--- config.mk ---
export PLATFORM = sky130hd
export DESIGN_NAME = lvalue_stim_assembler
export DESIGN_NICKNAME = d
export VERILOG_FILES = /design/src/rtl/lvalue_stim_pkg.sv /design/src/rtl/lvalue_stim_csum.sv /design/src/rtl/lvalue_stim_assembler.sv
export SDC_FILE = /design/constraint.sdc
export NUM_CORES = 1
export LEC_CHECK = 0
export BUFFER_PORTS_ARGS = -buffer_cell sky130_fd_sc_hd__buf_2
export CORE_UTILIZATION = 45
export DETAILED_ROUTE_END_ITERATION = 16
export MAX_ROUTING_LAYER = met4
export PLACE_DENSITY = 0.65
export SYNTH_ARGS = -nofsm -noshare
export SYNTH_HDL_FRONTEND = slang
export SYNTH_SLANG_ARGS = --single-unit
export TNS_END_PERCENT = 50
--- constraint.sdc ---
create_clock -name clk -period 3.55 [get_ports clk]
set_input_delay 0.5325 -clock clk [delete_from_list [all_inputs] [get_ports clk]]
set_output_delay 0.5325 -clock clk [all_outputs]
set_load 0.02 [all_outputs]
--- src/rtl/lvalue_stim_pkg.sv ---
// Shared types and frame layout for the lvalue stimulus assembler.
// Frame length depends on LVAL_STIM_CSUM_EN (adds a trailing XOR checksum byte).
package lvalue_stim_pkg;

    localparam int FRAME_BYTES_BASE = 15;
    localparam int FRAME_BYTES_CSUM = 16;
    localparam int IDX_W            = 5;

    localparam int OFF_CTRL   = 0;
    localparam int OFF_DA     = 1;
    localparam int OFF_NIB    = 5;
    localparam int OFF_STRUCT = 6;
    localparam int OFF_UINT   = 10;
    localparam int OFF_VEC    = 14;

    typedef enum logic [1:0] {IDLE, COLLECT, PRESENT, DRAIN} stim_state_t;

    typedef struct packed {
        logic [7:0]  in_vec_packed;
        logic [31:0] in_union_unpacked_val_int;
        logic [31:0] in_struct_val;
        logic [3:0]  in_union_packed_val;
        logic [3:0]  in_slice;
        logic [31:0] in_da_val;
        logic        in_bit;
        logic        enable_assign;
    } stim_rec_t;

    localparam int FV_W = $bits(stim_rec_t);

    // Only bits [1:0] of byte 0 are kept, so byte b>0 starts at bit (b-1)*8+2.
    function automatic int bit_pos(input int byte_idx);
        return (byte_idx == 0) ? 0 : (byte_idx - 1) * 8 + 2;
    endfunction

    function automatic stim_rec_t frame_to_rec(input logic [FV_W-1:0] f);
        stim_rec_t r;
        r.enable_assign             = f[bit_pos(OFF_CTRL)];
        r.in_bit                    = f[bit_pos(OFF_CTRL) + 1];
        r.in_da_val                 = f[bit_pos(OFF_DA) +: 32];
        r.in_slice                  = f[bit_pos(OFF_NIB) +: 4];
        r.in_union_packed_val       = f[bit_pos(OFF_NIB) + 4 +: 4];
        r.in_struct_val             = f[bit_pos(OFF_STRUCT) +: 32];
        r.in_union_unpacked_val_int = f[bit_pos(OFF_UINT) +: 32];
        r.in_vec_packed             = f[bit_pos(OFF_VEC) +: 8];
        return r;
    endfunction

endpackage

--- src/rtl/lvalue_stim_csum.sv ---
// Running XOR accumulator over frame bytes; match_o compares the sum with the
// byte currently on data_i (the checksum byte). Used only with LVAL_STIM_CSUM_EN.
module lvalue_stim_csum (
    input  logic       clk,
    input  logic       rst,
    input  logic       clr_i,
    input  logic       acc_i,
    input  logic [7:0] data_i,
    output logic       match_o
);

    logic [7:0] acc_q, acc_d;

    always_comb begin
        acc_d = (clr_i ? 8'h00 : acc_q) ^ (acc_i ? data_i : 8'h00);
    end

    always_ff @(posedge clk) begin
        if (rst) acc_q <= 8'h00;
        else     acc_q <= acc_d;
    end

    assign match_o = (acc_q == data_i);

endmodule

--- src/rtl/lvalue_stim_assembler.sv ---
// Assembles fixed-length byte frames into one stimulus record with valid/ready
// on both sides. Define LVAL_STIM_CSUM_EN to append and verify an XOR checksum byte.
module lvalue_stim_assembler
    import lvalue_stim_pkg::*;
#(
    parameter int CNT_W = 16
) (
    input  logic             clk,
    input  logic             rst,
    input  logic             s_valid,
    output logic             s_ready,
    input  logic [7:0]       s_data,
    input  logic             s_last,
    output logic             m_valid,
    input  logic             m_ready,
    output logic             enable_assign,
    output logic             in_bit,
    output logic [31:0]      in_da_val,
    output logic [3:0]       in_slice,
    output logic [3:0]       in_union_packed_val,
    output logic [31:0]      in_struct_val,
    output logic [31:0]      in_union_unpacked_val_int,
    output logic [7:0]       in_vec_packed,
    output logic [CNT_W-1:0] frame_cnt,
    output logic [CNT_W-1:0] err_cnt
);

`ifdef LVAL_STIM_CSUM_EN
    localparam int FRAME_BYTES = FRAME_BYTES_CSUM;
`else
    localparam int FRAME_BYTES = FRAME_BYTES_BASE;
`endif
    localparam logic [IDX_W-1:0] LAST_IDX = IDX_W'(FRAME_BYTES - 1);

    stim_state_t      state_q, state_d;
    logic [IDX_W-1:0] idx_q, idx_d;
    logic [FV_W-1:0]  shadow_q, frame_now;
    stim_rec_t        rec_q;
    logic [CNT_W-1:0] frame_cnt_q, err_cnt_q;
    logic             accept, err_inc, frm_inc, load_rec, csum_ok;

    function automatic logic [CNT_W-1:0] sat_inc(input logic [CNT_W-1:0] v);
        return (&v) ? v : v + 1'b1;
    endfunction

    assign s_ready = (state_q != PRESENT);
    assign accept  = s_valid && s_ready;

    // Shadow contents with the byte being accepted this cycle merged in, so the
    // final byte of a good frame reaches the record on the same edge.
    always_comb begin
        frame_now = shadow_q;
        for (int b = 0; b < FRAME_BYTES_BASE; b++) begin
            if (idx_q == IDX_W'(b)) begin
                if (b == 0) frame_now[1:0] = s_data[1:0];
                else        frame_now[bit_pos(b) +: 8] = s_data;
            end
        end
    end

`ifdef LVAL_STIM_CSUM_EN
    logic csum_clr, csum_acc;
    assign csum_clr = accept && (state_q == IDLE);
    assign csum_acc = accept && ((state_q == IDLE) ||
                                 ((state_q == COLLECT) && (idx_q != LAST_IDX)));

    lvalue_stim_csum u_csum (
        .clk     (clk),
        .rst     (rst),
        .clr_i   (csum_clr),
        .acc_i   (csum_acc),
        .data_i  (s_data),
        .match_o (csum_ok)
    );
`else
    assign csum_ok = 1'b1;
`endif

    always_comb begin
        state_d  = state_q;
        idx_d    = idx_q;
        err_inc  = 1'b0;
        frm_inc  = 1'b0;
        load_rec = 1'b0;
        case (state_q)
            IDLE: begin
                if (accept) begin
                    if (s_last) begin
                        err_inc = 1'b1;
                    end else begin
                        idx_d   = IDX_W'(1);
                        state_d = COLLECT;
                    end
                end
            end
            COLLECT: begin
                if (accept) begin
                    if (idx_q == LAST_IDX) begin
                        idx_d = '0;
                        if (!s_last) begin
                            state_d = DRAIN;
                        end else if (csum_ok) begin
                            state_d  = PRESENT;
                            load_rec = 1'b1;
                        end else begin
                            state_d = IDLE;
                            err_inc = 1'b1;
                        end
                    end else if (s_last) begin
                        idx_d   = '0;
                        state_d = IDLE;
                        err_inc = 1'b1;
                    end else begin
                        idx_d = idx_q + 1'b1;
                    end
                end
            end
            DRAIN: begin
                if (accept && s_last) begin
                    state_d = IDLE;
                    err_inc = 1'b1;
                end
            end
            PRESENT: begin
                if (m_ready) begin
                    state_d = IDLE;
                    frm_inc = 1'b1;
                end
            end
            default: state_d = IDLE;
        endcase
    end

    always_ff @(posedge clk) begin
        if (rst) begin
            state_q     <= IDLE;
            idx_q       <= '0;
            rec_q       <= '0;
            frame_cnt_q <= '0;
            err_cnt_q   <= '0;
        end else begin
            state_q <= state_d;
            idx_q   <= idx_d;
            if (load_rec) rec_q       <= frame_to_rec(frame_now);
            if (err_inc)  err_cnt_q   <= sat_inc(err_cnt_q);
            if (frm_inc)  frame_cnt_q <= sat_inc(frame_cnt_q);
        end
    end

    always_ff @(posedge clk) begin
        if (accept && ((state_q == IDLE) || (state_q == COLLECT))) shadow_q <= frame_now;
    end

    assign m_valid                   = (state_q == PRESENT);
    assign enable_assign             = rec_q.enable_assign;
    assign in_bit                    = rec_q.in_bit;
    assign in_da_val                 = rec_q.in_da_val;
    assign in_slice                  = rec_q.in_slice;
    assign in_union_packed_val       = rec_q.in_union_packed_val;
    assign in_struct_val             = rec_q.in_struct_val;
    assign in_union_unpacked_val_int = rec_q.in_union_unpacked_val_int;
    assign in_vec_packed             = rec_q.in_vec_packed;
    assign frame_cnt                 = frame_cnt_q;
    assign err_cnt                   = err_cnt_q;

endmodule

; ---- After elaboration in Yosys (flattened, before gate mapping)
; Index checks and enable logic that the tools add are counted.
[op_classes]
eq_ne = 24
add_sub_neg = 3
reduce_logical = 13
bitwise = 2
muxes = 41
[op_table]
columns = cell, count
row1 = $mux 8, 14
row2 = $eq 5x4->1 const B, 7
row3 = $add 16x1->16 const B, 2
row4 = $reduce_and 16->1, 2
row5 = $mux 5, 5
row6 = $eq 5x3->1 const B, 4
row7 = $mux 2, 8
row8 = $mux 1, 11
row9 = $eq 5x2->1 const B, 2
row10 = $ne 2x2->1 const B, 5
row11 = $pmux 5 s2, 1
row12 = $pmux 2 s4, 1
row13 = $reduce_and 6->1, 1
row14 = $add 5x1->5 const B, 1
row15 = $eq 5x1->1 const B, 1
row16 = $logic_not 5->1, 1
row17 = $eq 2x2->1 const B, 2
row18 = $reduce_and 2->1, 2
row19 = $reduce_and 4->1, 1
row20 = $logic_and 1x1->1, 3
row21 = $ne 3x3->1 const B, 1
row22 = $pmux 1 s3, 1
row23 = $eq 2x1->1 const B, 1
row24 = $logic_not 2->1, 1
row25 = other kinds (4), 5
[totals]
word_cells = 96
ff_bits = 267

; ---- Longest topological paths before layout
[logic_depth]
word_depth = 6
depth_mapped = 8
mapped_depth_nobuf = 7

; ---- Least setup slack after synthesis
; OpenSTA, ideal clock, no wires.
[synth_path]
path_type = input -> register
start = input s_valid
end = register shadow_q[0], enable pin
arrival_ns = 2.701
required_time_ns = 3.090
n_path_buf = 0
path_stages = 2
setup_slack_ns = 0.388
path_cell_list = nand2b_1 > inv_1
[synth_between]
elab_chain_cells = 2
[synth_rtl]
columns = item, line_no
row1 = start: declaration, lvalue_stim_assembler.sv:10  ; input logic s_valid,
row2 = $logic_and 1x1->1, lvalue_stim_assembler.sv:47  ; assign accept = s_valid && s_ready;
row3 = $logic_and 1x1->1, lvalue_stim_assembler.sv:151  ; if (accept && ((state_q == IDLE) || (state_q == COLLECT))) shadow_q <= frame_now;
row4 = end signal: assignment, lvalue_stim_assembler.sv:151
row5 = end: declaration, lvalue_stim_assembler.sv:37  ; logic [FV_W-1:0] shadow_q, frame_now;
; No other way between the ends.
; A chain may end at the register's enable or synchronous reset.

; ---- Worst setup path in the final report
[layout_path]
start = register idx_q[2]
end = register rec_q, in the netlist in_struct_val[29]
[layout_between]
elab_chain_cells = 4
[layout_rtl]
columns = item, line_no
row1 = start: declaration, lvalue_stim_assembler.sv:36  ; logic [IDX_W-1:0] idx_q, idx_d;
row2 = start signal: assignment, lvalue_stim_assembler.sv:143  ; idx_q <= idx_d;
row3 = $eq 5x4->1, lvalue_stim_assembler.sv:98  ; if (idx_q == LAST_IDX) begin
row4 = $mux 1, lvalue_stim_assembler.sv:98
row5 = $mux 1, lvalue_stim_assembler.sv:97  ; if (accept) begin
row6 = $mux 1, lvalue_stim_assembler.sv:85  ; case (state_q)
row7 = end signal: assignment, lvalue_stim_assembler.sv:144  ; if (load_rec) rec_q <= frame_to_rec(frame_now);
row8 = end: declaration, lvalue_stim_assembler.sv:38  ; stim_rec_t rec_q;
; Parallel ways exist; a longest one is shown, timed or not.

==> flow_summary.json <==
{
  "postCtsResizedCells": 0,
  "via_count_of_the_first_global_routing_pass": 6683,
  "synth.area.top_cells": "sky130_fd_sc_hd__edfxtp_1 30%, sky130_fd_sc_hd__dfxtp_1 29%, sky130_fd_sc_hd__mux2_2 11%",
  "setup_viol": 0,
  "layout.nets": 1085,
  "firstDrtPassIters": 4,
  "synth_sequential_area_ratio": 0.5831,
  "routability_driven_placement_congestion_ratio": 0.8168,
  "async_reset_ff_frac": 0,
  "area_growth_syn_to_layout_pct": 19.19,
  "post-route-drc-count": 0,
  "grt_use_total": 0.1948,
  "post-cts-setup-buffer-count": 0,
  "status": "finished, final reports clean",
  "synth_cells": 926,
  "diodes": 0,
  "io-pin-count": 161,
  "critPathLaunchType": "flip-flop",
  "remaining_overflow_grt": 0,
  "critical_setup_path_class": "flip-flop to flip-flop",
  "timing.clock.skew_ns": 0.008769,
  "synth-edff-count": 106,
  "cts_num_sinks": 259,
  "timing.critical_path.arrival_ns": 2.78,
  "cp.required_ns": 3.95,
  "powerDensity_nw_per_um2": 504.6,
  "clkLatencyLatePin_ns": 0.53,
  "post_synthesis_net_count": 945,
  "num_rows": 56,
  "clkSlewWorstSetupHoldPaths_ns": 0.06,
  "cellLeakagePower_nw": 4.776,
  "core_area_sq_um": 23400,
  "fin_crit_ns": 2.386,
  "drtAntennaViolNets": 0,
  "worst_setup_path_end_kind": "flip-flop",
  "final_min_period_over_clock_period": 0.6721,
  "antenna_found_initial": 0,
  "cts.htree.levels": 1,
  "yosysUniqueCellTypes": 53,
  "routedWlPerCell_um": 16.47,
  "maxSlewViolCount": 0,
  "ir_worst_vdd_mv": 0.3012,
  "max_slew_headroom": 0.4699,
  "timing.critical_path.fanout_max": 130,
  "tritoncts": "done",
  "port-buffer-count": 160,
  "max_cap_viol_count": 0,
  "pin_count_of_the_biggest_net_entering_global_routing": 131,
  "place_hpwl_um": 14170,
  "design.die.area_sq_um": 24430,
  "dieHeight_um": 156.3,
  "first_iter_violations": 364,
  "ctsHoldBuffers": 0,
  "setup-tns-final_ns": 0,
  "yosysTopAreaCell": "sky130_fd_sc_hd__edfxtp_1",
  "post_synth.cell_area_avg_sq_um": 11.57,
  "start_util": 0.4577,
  "routed-via-count": 7234,
  "worst_pin_slew_ns": 0.7885,
  "post_synth_instance_area_sq_um": 10710,
  "timing.final.hold_violations": 0,
  "ys_warn_count": 0,
  "post-route-util": 0.5456,
  "buffer_type_at_the_clock_tree_root": "sky130_fd_sc_hd__clkbuf_16",
  "cts_inserted_buffers": 28,
  "layout-drive-gt1-share": 0.3143,
  "grt_pass1_wl_um": 36410,
  "ys.flop_type": "sky130_fd_sc_hd__dfxtp_1",
  "min_path_type": "input pin to flip-flop",
  "synth_top_area_share": 0.2972,
  "max_freq_mhz": 419.1,
  "cts_buffer_depth": 3,
  "die-width_um": 156.3,
  "grt_setup_unrepaired": "no",
  "flop_and_latch_count_out_of_synthesis": 259,
  "finalWirelength_um": 23170,
  "viasPerCell": 5.141
}
-- flip-flops by register name, summed over array words and instances (netlist names), 2 cells and up --
signal                     count
shadow_q                     106
in_da_val                     32
in_struct_val                 32
in_union_unpacked_val_int     32
err_cnt                       16
frame_cnt                     16
in_vec_packed                  8
idx_q                          5
in_slice                       4
in_union_packed_val            4
state_q                        2
-- metal layers --
metal / vias up / wire length, um / track usage
met1: 3484 / 10510 / 0.2523
met5: - / 0 / -
li1: 3564 / - / -
met4: 0 / 330 / 0.04482
met2: 161 / 11070 / 0.3134
met3: 25 / 1257 / 0.04071
-- cells in the final DEF (no fill, tap or decap), types with 5 or more instances in the layout --
cell type,synthesis,final
sky130_fd_sc_hd__and3_1,5,5
sky130_fd_sc_hd__clkinv_2,0,5
sky130_fd_sc_hd__mux2i_1,43,43
sky130_fd_sc_hd__nand4_1,10,10
sky130_fd_sc_hd__clkbuf_16,0,29
sky130_fd_sc_hd__buf_2,20,159
sky130_fd_sc_hd__nor3_1,15,15
sky130_fd_sc_hd__edfxtp_1,106,106
sky130_fd_sc_hd__ha_1,6,6
sky130_fd_sc_hd__nor2_1,80,80
sky130_fd_sc_hd__nand2b_1,67,67
sky130_fd_sc_hd__mux2_2,106,106
sky130_fd_sc_hd__a21oi_1,77,77
sky130_fd_sc_hd__buf_4,3,6
sky130_fd_sc_hd__xnor2_1,14,14
sky130_fd_sc_hd__xor2_1,7,7
sky130_fd_sc_hd__dfxtp_1,153,153
sky130_fd_sc_hd__inv_1,10,9
sky130_fd_sc_hd__nand3_1,14,14
sky130_fd_sc_hd__nor4_1,16,16
sky130_fd_sc_hd__nand2_1,83,83
sky130_fd_sc_hd__clkinv_1,0,7
-- critical path, cell delays in order, from the launching register on --
cell	delay, ns
sky130_fd_sc_hd__dfxtp_1	0.84
sky130_fd_sc_hd__nand4b_4	0.33
sky130_fd_sc_hd__nor3_4	0.36
sky130_fd_sc_hd__buf_12	0.40
sky130_fd_sc_hd__nand2b_1	0.19
sky130_fd_sc_hd__a21oi_1	0.07
-- power breakdown --
group	switching [mW]	total [mW]	internal, mW
combinational	0.147	0.230	0.0829
clock	1.15	3.01	1.85
sequential	0.0214	3.21	3.18
total	1.32	6.44	5.12
-- synthesized netlist by cell type, drive strengths merged (2+ instances only) --
cell type and number:
dfxtp 153, edfxtp 106, mux2 106, nand2 83
nor2 80, a21oi 77, nand2b 68, mux2i 43
clkbuf 36, buf 23, nor3 17, nor4 17
nand3 14, xnor2 14, nand4 11, inv 10
o21ai 8, xor2 7, ha 6, and3 5
nor4b 5, or3 5, a211oi 4, nor4bb 4
a311oi 3, and3b 3, and4 3, o2111ai 2
-- cell families after synthesis --
| logic type | after synthesis | synth area share |
|---|---|---|
| DFF | 259 | 0.5831 |
| buffers and inverters | 69 | 0.02757 |
| muxes | 149 | 0.1516 |
| xor gates and xnor gates | 21 | 0.01717 |
| AOI/OAI and AO/OA | 101 | 0.05362 |
| adders and majority gates | 6 | 0.007008 |
| and+or+nand+nor | 321 | 0.1599 |
-- path summary, 6_finish.rpt --
path         slack [ns]  cells after the start                             end                  startpoint
max                1.16                      5  in_struct_val[29]$_SDFFE_PP0P_       idx_q[2]$_SDFFE_PP0P_
min                0.29                      3         state_q[1]$_SDFFE_PP0P_                     s_valid
max reg2reg        1.16                      5  in_struct_val[29]$_SDFFE_PP0P_       idx_q[2]$_SDFFE_PP0P_
min reg2reg        0.47                      2      in_da_val[18]$_SDFFE_PP0P_  in_da_val[18]$_SDFFE_PP0P_
-- final cells by class --
| cell class | instances | area, sq um |
|---|---|---|
| flip-flops and latches | 259 | 6246 |
| inverters | 10 | 40.04 |
| multi-input cells | 598 | 4189 |
| clock buffers | 34 | 784.5 |
| clock inverters | 18 | 187.7 |
| fillers | 2144 | 10640 |
| repair buffers | 169 | 920.9 |
| well taps | 319 | 399.1 |
-- through the flow --
stage	setup slack (ns)	instances	hold slack (ns)	power, mW	area, sq um
floorplan	0.3885	926	0.4557	3.426	10710
global placement	1.261	1355	0.4558	3.496	11800
detailed placement	1.192	1355	0.4592	3.502	11800
CTS	1.158	1407	0.2605	6.520	12770
global route	1.003	1407	0.2814	6.663	12770
finish	1.164	1407	0.2948	6.442	12770
(Power assumes the default switching activity.)
